$ cat config.mk
export PLATFORM = sky130hd
export DESIGN_NAME = ex_muldiv_unit
export DESIGN_NICKNAME = d
export VERILOG_FILES = /design/src/rtl/ex_muldiv_unit.sv
export SDC_FILE = /design/constraint.sdc
export NUM_CORES = 1
export LEC_CHECK = 0
export BUFFER_PORTS_ARGS = -buffer_cell sky130_fd_sc_hd__buf_2
export CAP_MARGIN = 20
export CORE_MARGIN = 4
export CORE_UTILIZATION = 25
export DETAILED_ROUTE_END_ITERATION = 16
export PLACE_DENSITY = 0.38
export SETUP_SLACK_MARGIN = 0.1
export SYNTH_ARGS = -nofsm -noshare
export SYNTH_HDL_FRONTEND = slang
export SYNTH_SLANG_ARGS = --single-unit
$ cat constraint.sdc
create_clock -name clk -period 12.7 [get_ports clk]
set_input_delay 3.81 -clock clk [delete_from_list [all_inputs] [get_ports clk]]
set_output_delay 3.81 -clock clk [all_outputs]
set_load 0.02 [all_outputs]
$ cat src/rtl/ex_muldiv_unit.sv
// ex_muldiv_unit: iterative EX-stage multiply/divide unit.
// Works one bit per clock on unsigned magnitudes. Shift-add handles multiply
// and restoring division handles divide. A single FIX cycle then applies the
// sign correction and computes the condition codes. The pipeline is stalled
// from the accepting cycle until DONE, so the result is captured while stall is low.
module ex_muldiv_unit #(
    parameter int WIDTH = 32,
    parameter int CNT_W = $clog2(WIDTH) + 1
) (
    input  logic             clk,
    input  logic             R,
    input  logic             start,
    input  logic [1:0]       op,
    input  logic [WIDTH-1:0] a,
    input  logic [WIDTH-1:0] b,
    input  logic             flush,
    output logic             busy,
    output logic             stall,
    output logic             done,
    output logic [WIDTH-1:0] result,
    output logic [WIDTH-1:0] y_out,
    output logic             Z,
    output logic             N,
    output logic             V,
    output logic             C,
    output logic             div_zero
);

    localparam logic [1:0] S_IDLE = 2'd0;
    localparam logic [1:0] S_CALC = 2'd1;
    localparam logic [1:0] S_FIX  = 2'd2;
    localparam logic [1:0] S_DONE = 2'd3;

    localparam logic [WIDTH-1:0] MOST_NEG = {1'b1, {(WIDTH-1){1'b0}}};

    logic [1:0]         state;
    logic [CNT_W-1:0]   count;
    logic [WIDTH-1:0]   hi;
    logic [WIDTH-1:0]   lo;
    logic [WIDTH-1:0]   mcand;
    logic               is_div;
    logic               neg_lo;
    logic               neg_hi;
    logic               ovf;

    logic               sign_a;
    logic               sign_b;
    logic [WIDTH-1:0]   mag_a;
    logic [WIDTH-1:0]   mag_b;
    logic               div_by_zero;
    logic               sdiv_ovf;
    logic [WIDTH-1:0]   addend;
    logic [WIDTH:0]     mul_sum;
    logic [WIDTH:0]     div_trial;
    logic               div_ge;
    logic [WIDTH-1:0]   div_rem;
    logic [2*WIDTH-1:0] prod;
    logic [2*WIDTH-1:0] prod_fix;
    logic [WIDTH-1:0]   quot_fix;
    logic [WIDTH-1:0]   rem_fix;
    logic [WIDTH-1:0]   fix_res;
    logic [WIDTH-1:0]   fix_y;

    // Operand decode, per-bit datapath step and final sign correction
    always_comb begin
        sign_a      = op[0] & a[WIDTH-1];
        sign_b      = op[0] & b[WIDTH-1];
        mag_a       = sign_a ? -a : a;
        mag_b       = sign_b ? -b : b;
        div_by_zero = op[1] & (b == '0);
        sdiv_ovf    = (op == 2'b11) & (a == MOST_NEG) & (b == '1);

        addend      = lo[0] ? mcand : '0;
        mul_sum     = {1'b0, hi} + {1'b0, addend};

        div_trial   = {hi, lo[WIDTH-1]};
        div_ge      = div_trial >= {1'b0, mcand};
        div_rem     = div_trial[WIDTH-1:0] - mcand;

        prod        = {hi, lo};
        prod_fix    = neg_lo ? -prod : prod;
        quot_fix    = neg_lo ? -lo : lo;
        rem_fix     = neg_hi ? -hi : hi;
        fix_res     = is_div ? quot_fix : prod_fix[WIDTH-1:0];
        fix_y       = is_div ? rem_fix : prod_fix[2*WIDTH-1:WIDTH];
    end

    // Control FSM plus the shared hi/lo shift registers used by both algorithms
    always_ff @(posedge clk or posedge R) begin
        if (R) begin
            state  <= S_IDLE;
            count  <= '0;
            hi     <= '0;
            lo     <= '0;
            mcand  <= '0;
            is_div <= 1'b0;
            neg_lo <= 1'b0;
            neg_hi <= 1'b0;
            ovf    <= 1'b0;
        end else if (flush) begin
            state <= S_IDLE;
        end else begin
            case (state)
                S_IDLE: begin
                    if (start) begin
                        if (div_by_zero) begin
                            state <= S_DONE;
                        end else begin
                            state  <= S_CALC;
                            count  <= '0;
                            hi     <= '0;
                            lo     <= mag_a;
                            mcand  <= mag_b;
                            is_div <= op[1];
                            neg_lo <= sign_a ^ sign_b;
                            neg_hi <= op[1] & sign_a;
                            ovf    <= sdiv_ovf;
                        end
                    end
                end
                S_CALC: begin
                    if (is_div) begin
                        hi <= div_ge ? div_rem : div_trial[WIDTH-1:0];
                        lo <= {lo[WIDTH-2:0], div_ge};
                    end else begin
                        {hi, lo} <= {mul_sum, lo[WIDTH-1:1]};
                    end
                    count <= count + 1'b1;
                    if (count == CNT_W'(WIDTH - 1)) begin
                        state <= S_FIX;
                    end
                end
                S_FIX: begin
                    state <= S_DONE;
                end
                default: begin
                    state <= S_IDLE;
                end
            endcase
        end
    end

    // Architectural outputs change only on the edge that enters DONE
    always_ff @(posedge clk or posedge R) begin
        if (R) begin
            result   <= '0;
            y_out    <= '0;
            Z        <= 1'b0;
            N        <= 1'b0;
            V        <= 1'b0;
            C        <= 1'b0;
            div_zero <= 1'b0;
        end else if (!flush) begin
            if (state == S_IDLE && start && div_by_zero) begin
                result   <= '1;
                y_out    <= a;
                Z        <= 1'b0;
                N        <= 1'b1;
                V        <= 1'b0;
                C        <= 1'b0;
                div_zero <= 1'b1;
            end else if (state == S_FIX) begin
                result   <= fix_res;
                y_out    <= fix_y;
                Z        <= (fix_res == '0);
                N        <= fix_res[WIDTH-1];
                V        <= ovf;
                C        <= 1'b0;
                div_zero <= 1'b0;
            end
        end
    end

    // Handshake outputs; stall is held low throughout reset
    always_comb begin
        busy  = (state == S_CALC) | (state == S_FIX);
        done  = (state == S_DONE);
        stall = (start & (state == S_IDLE) & ~R) | busy;
    end

endmodule

=== After elaboration in Yosys (flattened, before gate mapping) ===
Cells that the tools add are included.

* Add/sub/neg operators: 8
* Magnitude comparators: 1
* Equal/unequal tests: 11
* Multiplexer cells: 38
* Bitwise gates (word level): 14
* Reductions and logical operators: 11

{| class="wikitable"
|+ Operators with widths
! kind !! number
|-
| $mux W32 || 18
|-
| $neg A32 Y32 || 4
|-
| $pmux W32 S2 || 2
|-
| $eq A32 B32 Y1 const B || 2
|-
| $logic_not A32 Y1 || 2
|-
| $mux W64 || 1
|-
| $neg A64 Y64 || 1
|-
| $add A32 B32 Y33 || 1
|-
| $ge A33 B32 Y1 || 1
|-
| $sub A32 B32 Y32 || 1
|-
| $mux W6 || 2
|-
| $pmux W6 S2 || 1
|-
| $mux W1 || 9
|-
| $and A1 B1 Y1 || 8
|-
| $mux W2 || 4
|-
| $reduce_and A4 Y1 || 2
|-
| $add A6 B1 Y6 const B || 1
|-
| $eq A2 B2 Y1 const B || 3
|-
| $eq A6 B5 Y1 const B || 1
|-
| $ne A3 B3 Y1 const B || 2
|-
| $pmux W2 S3 || 1
|-
| $ne A2 B2 Y1 const B || 2
|-
| $reduce_and A2 Y1 || 2
|-
| $reduce_bool A2 Y1 || 2
|-
| 6 further kinds || 10
|}

* Bits in registers: 177
* Bits of input ports: 70
* Output and inout port bits: 72
* Logic and storage cells: 99

=== Logic depth before layout (Yosys ltp) ===
* Depth after elaboration: 6
* Mapped depth: 14
* Mapped depth without buffers: 13

=== Worst setup path after synthesis ===
OpenSTA, ideal clock, no wires.

* Path kind: input port to output port
* From: input start
* To: output stall
* Arrival: 4.244 ns
* Data required time: 8.890 ns
* Slack: 4.646 ns
* Stages: 2
* Path buffers: 0
* Path through: nand2_1 o21bai_1

* Cells in the longest elaborated chain, start to end: 3

{| class="wikitable"
|+ Ends and longest elaborated chain
! element !! line !! text
|-
| start: declaration || 12 || <nowiki>input logic start,</nowiki>
|-
| $and A1 B1 Y1 (2 in series) || 178 || <nowiki>stall = (start & (state == S_IDLE) & ~R) | busy;</nowiki>
|-
| $or A1 B1 Y1 || 178 ||
|-
| end: declaration || 18 || <nowiki>output logic stall,</nowiki>
|}

No other way between the ends.

=== Final worst setup path ===
Ends and elaborated chain as after synthesis.

==> flow_results.xml <==
<?xml version="1.0" encoding="UTF-8"?>
<metrics>
  <group name="run_status">
    <metric name="run_status" unit="">completed</metric>
  </group>
  <group name="clock_tree">
    <metric name="cts_repair_resize_count" unit="">0</metric>
    <metric name="cts_tree" unit="">done</metric>
    <metric name="register_clock_pin_slew_on_the_reported_worst_setup_and_hold_paths" unit="ns">0.07</metric>
    <metric name="h-tree-depth" unit="">4</metric>
    <metric name="cts_num_sinks" unit="">175</metric>
    <metric name="cts_root_buffer" unit="">sky130_fd_sc_hd__clkbuf_16</metric>
    <metric name="cts_hold_repair.buffers" unit="">0</metric>
    <metric name="cts-buffers-inserted" unit="">17</metric>
    <metric name="clk_path_buf_depth" unit="">2</metric>
    <metric name="clock_latency" unit="ns">0.51</metric>
    <metric name="number_of_setup_buffers_added_after_cts" unit="">0</metric>
  </group>
  <group name="drt">
    <metric name="wire_per_inst" unit="µm">20.2</metric>
    <metric name="drt-initial-drc-count" unit="">844</metric>
    <metric name="firstDrtPassIters" unit="">5</metric>
    <metric name="vias_per_cell" unit="">5.11</metric>
    <metric name="route.final.wire_length" unit="mm">54.9</metric>
    <metric name="num_vias" unit="">13900</metric>
    <metric name="drc" unit="">0</metric>
    <metric name="number_of_nets_with_antenna_violations_after_routing" unit="">0</metric>
  </group>
  <group name="setup_path">
    <metric name="startpoint_to_endpoint_class_of_the_critical_path" unit="">in2out</metric>
    <metric name="critical_path_required" unit="ns">8.89</metric>
    <metric name="crit_path_max_fanout" unit="">5</metric>
    <metric name="crit_path_top_delay_cell" unit="">sky130_fd_sc_hd__buf_2</metric>
    <metric name="setup.worst_path.start_class" unit="">input pin</metric>
    <metric name="worst_path_most_repeated_cell" unit="">sky130_fd_sc_hd__buf_2</metric>
    <metric name="crit_chain" unit="">buf_2, nand2_1, o21bai_1, buf_2</metric>
    <metric name="endpoint_kind_of_the_worst_setup_timing_path" unit="">output pin</metric>
    <metric name="data_arrival_at_the_endpoint_of_the_critical_path" unit="ns">4.35</metric>
    <metric name="critPathMaxStageDelay" unit="ns">0.18</metric>
  </group>
  <group name="place">
    <metric name="post-dp-hpwl" unit="mm">42.3</metric>
    <metric name="placed_cells_incl_taps" unit="">2690</metric>
    <metric name="placement.io_buffers" unit="">140</metric>
    <metric name="gpl.final_weighted_congestion" unit="">0.862</metric>
  </group>
  <group name="synthesis">
    <metric name="netlist_area" unit="mm²">0.0147</metric>
    <metric name="synth_async_sr_flop_share" unit="%">100</metric>
    <metric name="synth_area_per_cell" unit="µm²">7.80</metric>
    <metric name="synth-main-ff-cell" unit="">sky130_fd_sc_hd__dfrtp_1</metric>
    <metric name="synth_fp_nets" unit="">2032</metric>
    <metric name="ys.warnings.count" unit="">0</metric>
    <metric name="synth_cell_type_count" unit="">79</metric>
    <metric name="synthCells" unit="">1886</metric>
    <metric name="yosys_register_bits" unit="">175</metric>
    <metric name="synth_edf_count" unit="">0</metric>
    <metric name="ys_seq_area_share" unit="%">29.8</metric>
  </group>
  <group name="global_route">
    <metric name="initial_antenna_violation_count" unit="">1</metric>
    <metric name="via_count_of_the_first_global_routing_pass" unit="">13600</metric>
    <metric name="grt_usage" unit="%">17.3</metric>
    <metric name="grt_first_pass_wirelength" unit="mm">84.3</metric>
    <metric name="largest_net_degree_at_the_start_of_global_routing" unit="">111</metric>
    <metric name="global_route.overflow_total" unit="">0</metric>
  </group>
  <group name="timing">
    <metric name="maxSlewHeadroom" unit="%">28.9</metric>
    <metric name="worst-slew-pin-transition" unit="ns">1.07</metric>
    <metric name="layout_worst_path_cycle_share" unit="%">64.2</metric>
    <metric name="worst_clock_skew" unit="ns">0.0200</metric>
    <metric name="final-setup-viol-count" unit="">0</metric>
    <metric name="timing_hold_violations_final" unit="">0</metric>
    <metric name="peak_clock_frequency_supported_by_timing" unit="MHz">123</metric>
    <metric name="period_minus_slack" unit="ns">8.16</metric>
    <metric name="timing.setup.tns" unit="ns">0</metric>
    <metric name="rsz_0062_raised_after_global_routing" unit="">false</metric>
    <metric name="finalMaxSlewViolations" unit="">0</metric>
  </group>
  <group name="die">
    <metric name="ios" unit="">142</metric>
    <metric name="die_area" unit="mm²">0.0628</metric>
    <metric name="num_rows" unit="">88</metric>
    <metric name="die_h" unit="µm">251</metric>
    <metric name="core_region_area" unit="mm²">0.0580</metric>
    <metric name="initial_core_utilization" unit="%">25.4</metric>
    <metric name="floorplan.die.width" unit="µm">251</metric>
  </group>
  <group name="pwr">
    <metric name="net_load_switching_power" unit="µW">2320</metric>
    <metric name="clock_power_share" unit="%">12.4</metric>
    <metric name="cellPowerDensity" unit="mW/mm²">262</metric>
    <metric name="pwr-share-comb" unit="%">61.1</metric>
    <metric name="vdd.ir_drop.worst" unit="mV">0.123</metric>
    <metric name="seq_power_share" unit="%">26.5</metric>
    <metric name="fraction_of_power_spent_switching_nets" unit="%">53.2</metric>
    <metric name="power.static_leakage" unit="µW">0.00726</metric>
    <metric name="p_int" unit="µW">2040</metric>
  </group>
  <group name="finish">
    <metric name="final-instance-count-excl-fill" unit="">2723</metric>
    <metric name="layout.nets" unit="">2090</metric>
    <metric name="syn2layout_area_growth" unit="%">13.1</metric>
    <metric name="layout_cells_sized_above_1" unit="%">11.3</metric>
  </group>
  <group name="worst_hold_path">
    <metric name="hold_path_class" unit="">reg2reg</metric>
  </group>
  <group name="run">
    <metric name="timing.max_cap.violations" unit="">0</metric>
  </group>
</metrics>
[final timing paths]
path,from,slack [ns],end,depth (start not counted)
max in group asynchronous,R,7.72,lo[4],3
setup reg to reg,lo[0],8.07,hi[30],13
min in group asynchronous,R,3.47,state[1],2
hold reg to reg,mcand[29],0.48,mcand[29],2
hold / removal,mcand[29],0.48,mcand[29],2
setup / recovery,start,4.54,stall,4
[cells by family after synthesis]
family	count (synthesis)	synth area share (%)
mux	52	3.55
buf+inv	186	4.98
flops	175	29.8
xor+xnor	175	10.4
fa+ha+maj	76	6.56
simple gates	632	20.0
other cells	1	0.0255
compound gates	589	24.7
[synth_stat cells, types with 15 or more instances]
library cell / number / area [µm²]
sky130_fd_sc_hd__ha_1: 74 / 926
sky130_fd_sc_hd__nor3_1: 29 / 145
sky130_fd_sc_hd__nand3_1: 39 / 195
sky130_fd_sc_hd__a21oi_1: 150 / 751
sky130_fd_sc_hd__clkbuf_1: 93 / 349
sky130_fd_sc_hd__inv_1: 66 / 248
sky130_fd_sc_hd__nor4_1: 15 / 93.8
sky130_fd_sc_hd__dfrtp_1: 175 / 4380
sky130_fd_sc_hd__nand4_1: 26 / 163
sky130_fd_sc_hd__xor2_1: 93 / 815
sky130_fd_sc_hd__o211ai_1: 32 / 240
sky130_fd_sc_hd__a21o_1: 25 / 188
sky130_fd_sc_hd__o21ai_0: 195 / 976
sky130_fd_sc_hd__mux2i_1: 50 / 500
sky130_fd_sc_hd__xnor2_1: 82 / 718
sky130_fd_sc_hd__nand2b_1: 20 / 125
sky130_fd_sc_hd__nand2_1: 235 / 882
sky130_fd_sc_hd__nor2_1: 171 / 642
sky130_fd_sc_hd__or4_1: 19 / 143
sky130_fd_sc_hd__a31oi_1: 42 / 263
sky130_fd_sc_hd__o31ai_1: 27 / 203
sky130_fd_sc_hd__or3_1: 19 / 119
[final cells by class]
class,count,area [µm²]
clock inverter,13,120
timing repair buffer,159,843
tap,765,957
antenna,1,2.50
sequential,175,4380
clock buffer,19,443
inverter,66,255
fill,6312,41400
multi-input combinational,1525,9640
[state kept, by name (all words and copies together) (netlist names)]
| name | count |
|---|---|
| V | 1 |
| Z | 1 |
| count | 6 |
| div_zero | 1 |
| hi | 32 |
| is_div | 1 |
| lo | 32 |
| mcand | 32 |
| neg_hi | 1 |
| neg_lo | 1 |
| ovf | 1 |
| result | 32 |
| state | 2 |
| y_out | 32 |
[metal layers]
layer	vias up	wire, µm	track usage (%)
met2	317	24900	27.6
met3	43	2100	2.91
met4	0	1060	4.83
met5	-	0	0
met1	6658	26900	24.1
li1	6906	-	-
[power groups by stage]
stage	Sequential, µW	Combinational (µW)	Clock, µW
2_1_floorplan	1080	1910	0
3_3_place_gp	1160	2660	0
3_5_place_dp	1170	2660	0
4_1_cts	1160	2670	562
5_1_grt	1190	2970	586
6_report	1150	2660	540
[cell usage in the layout, fill, tap and decap left out, types with 7 or more instances in the layout]
cell type,netlist,layout
sky130_fd_sc_hd__clkbuf_16,0,17
sky130_fd_sc_hd__mux2i_1,50,50
sky130_fd_sc_hd__o31ai_1,27,27
sky130_fd_sc_hd__a31oi_1,42,41
sky130_fd_sc_hd__inv_1,66,65
sky130_fd_sc_hd__dfrtp_1,175,174
sky130_fd_sc_hd__xnor2_1,82,82
sky130_fd_sc_hd__a21oi_1,150,149
sky130_fd_sc_hd__buf_4,2,19
sky130_fd_sc_hd__nor3_1,29,29
sky130_fd_sc_hd__ha_1,74,73
sky130_fd_sc_hd__nand2b_1,20,20
sky130_fd_sc_hd__a32o_1,7,7
sky130_fd_sc_hd__and2_1,8,8
sky130_fd_sc_hd__or4_1,19,19
sky130_fd_sc_hd__a211oi_1,7,7
sky130_fd_sc_hd__o21ai_0,195,195
sky130_fd_sc_hd__a22o_1,9,9
sky130_fd_sc_hd__nor2b_1,12,12
sky130_fd_sc_hd__nand4_1,26,26
sky130_fd_sc_hd__xor2_1,93,93
sky130_fd_sc_hd__o41ai_1,10,10
sky130_fd_sc_hd__or3_1,19,19
sky130_fd_sc_hd__o211ai_1,32,32
sky130_fd_sc_hd__nor2_1,171,171
sky130_fd_sc_hd__and3_1,7,7
sky130_fd_sc_hd__nor4_1,15,15
sky130_fd_sc_hd__buf_2,10,140
sky130_fd_sc_hd__o21a_1,11,9
sky130_fd_sc_hd__a21o_1,25,25
sky130_fd_sc_hd__a22oi_1,13,13
sky130_fd_sc_hd__nand3_1,39,39
sky130_fd_sc_hd__nand2_1,235,234
[critical path: cells and delay by family]
| family | cells | cell delay, ns |
|---|---|---|
| buf+inv | 2 | 0.26 |
| simple gates | 1 | 0.12 |
| compound gates | 1 | 0.16 |
[metrics by stage]
stage / total power, µW / hold WS, ns / worst slack, ns / cell area (µm²) / utilization, %
final: 4360 / 0.481 / 4.54 / 16600 / 28.7
after global routing: 4750 / 0.506 / 4.47 / 16600 / 28.7
after CTS: 4390 / 0.489 / 4.52 / 16600 / 28.7
after detailed placement: 3830 / 0.473 / 4.52 / 16100 / 27.7
after global placement: 3820 / 0.465 / 4.50 / 16100 / 27.7
after floorplan: 2990 / 0.448 / 4.14 / 14700 / -
Note: power is estimated with default switching activity, not from simulation.
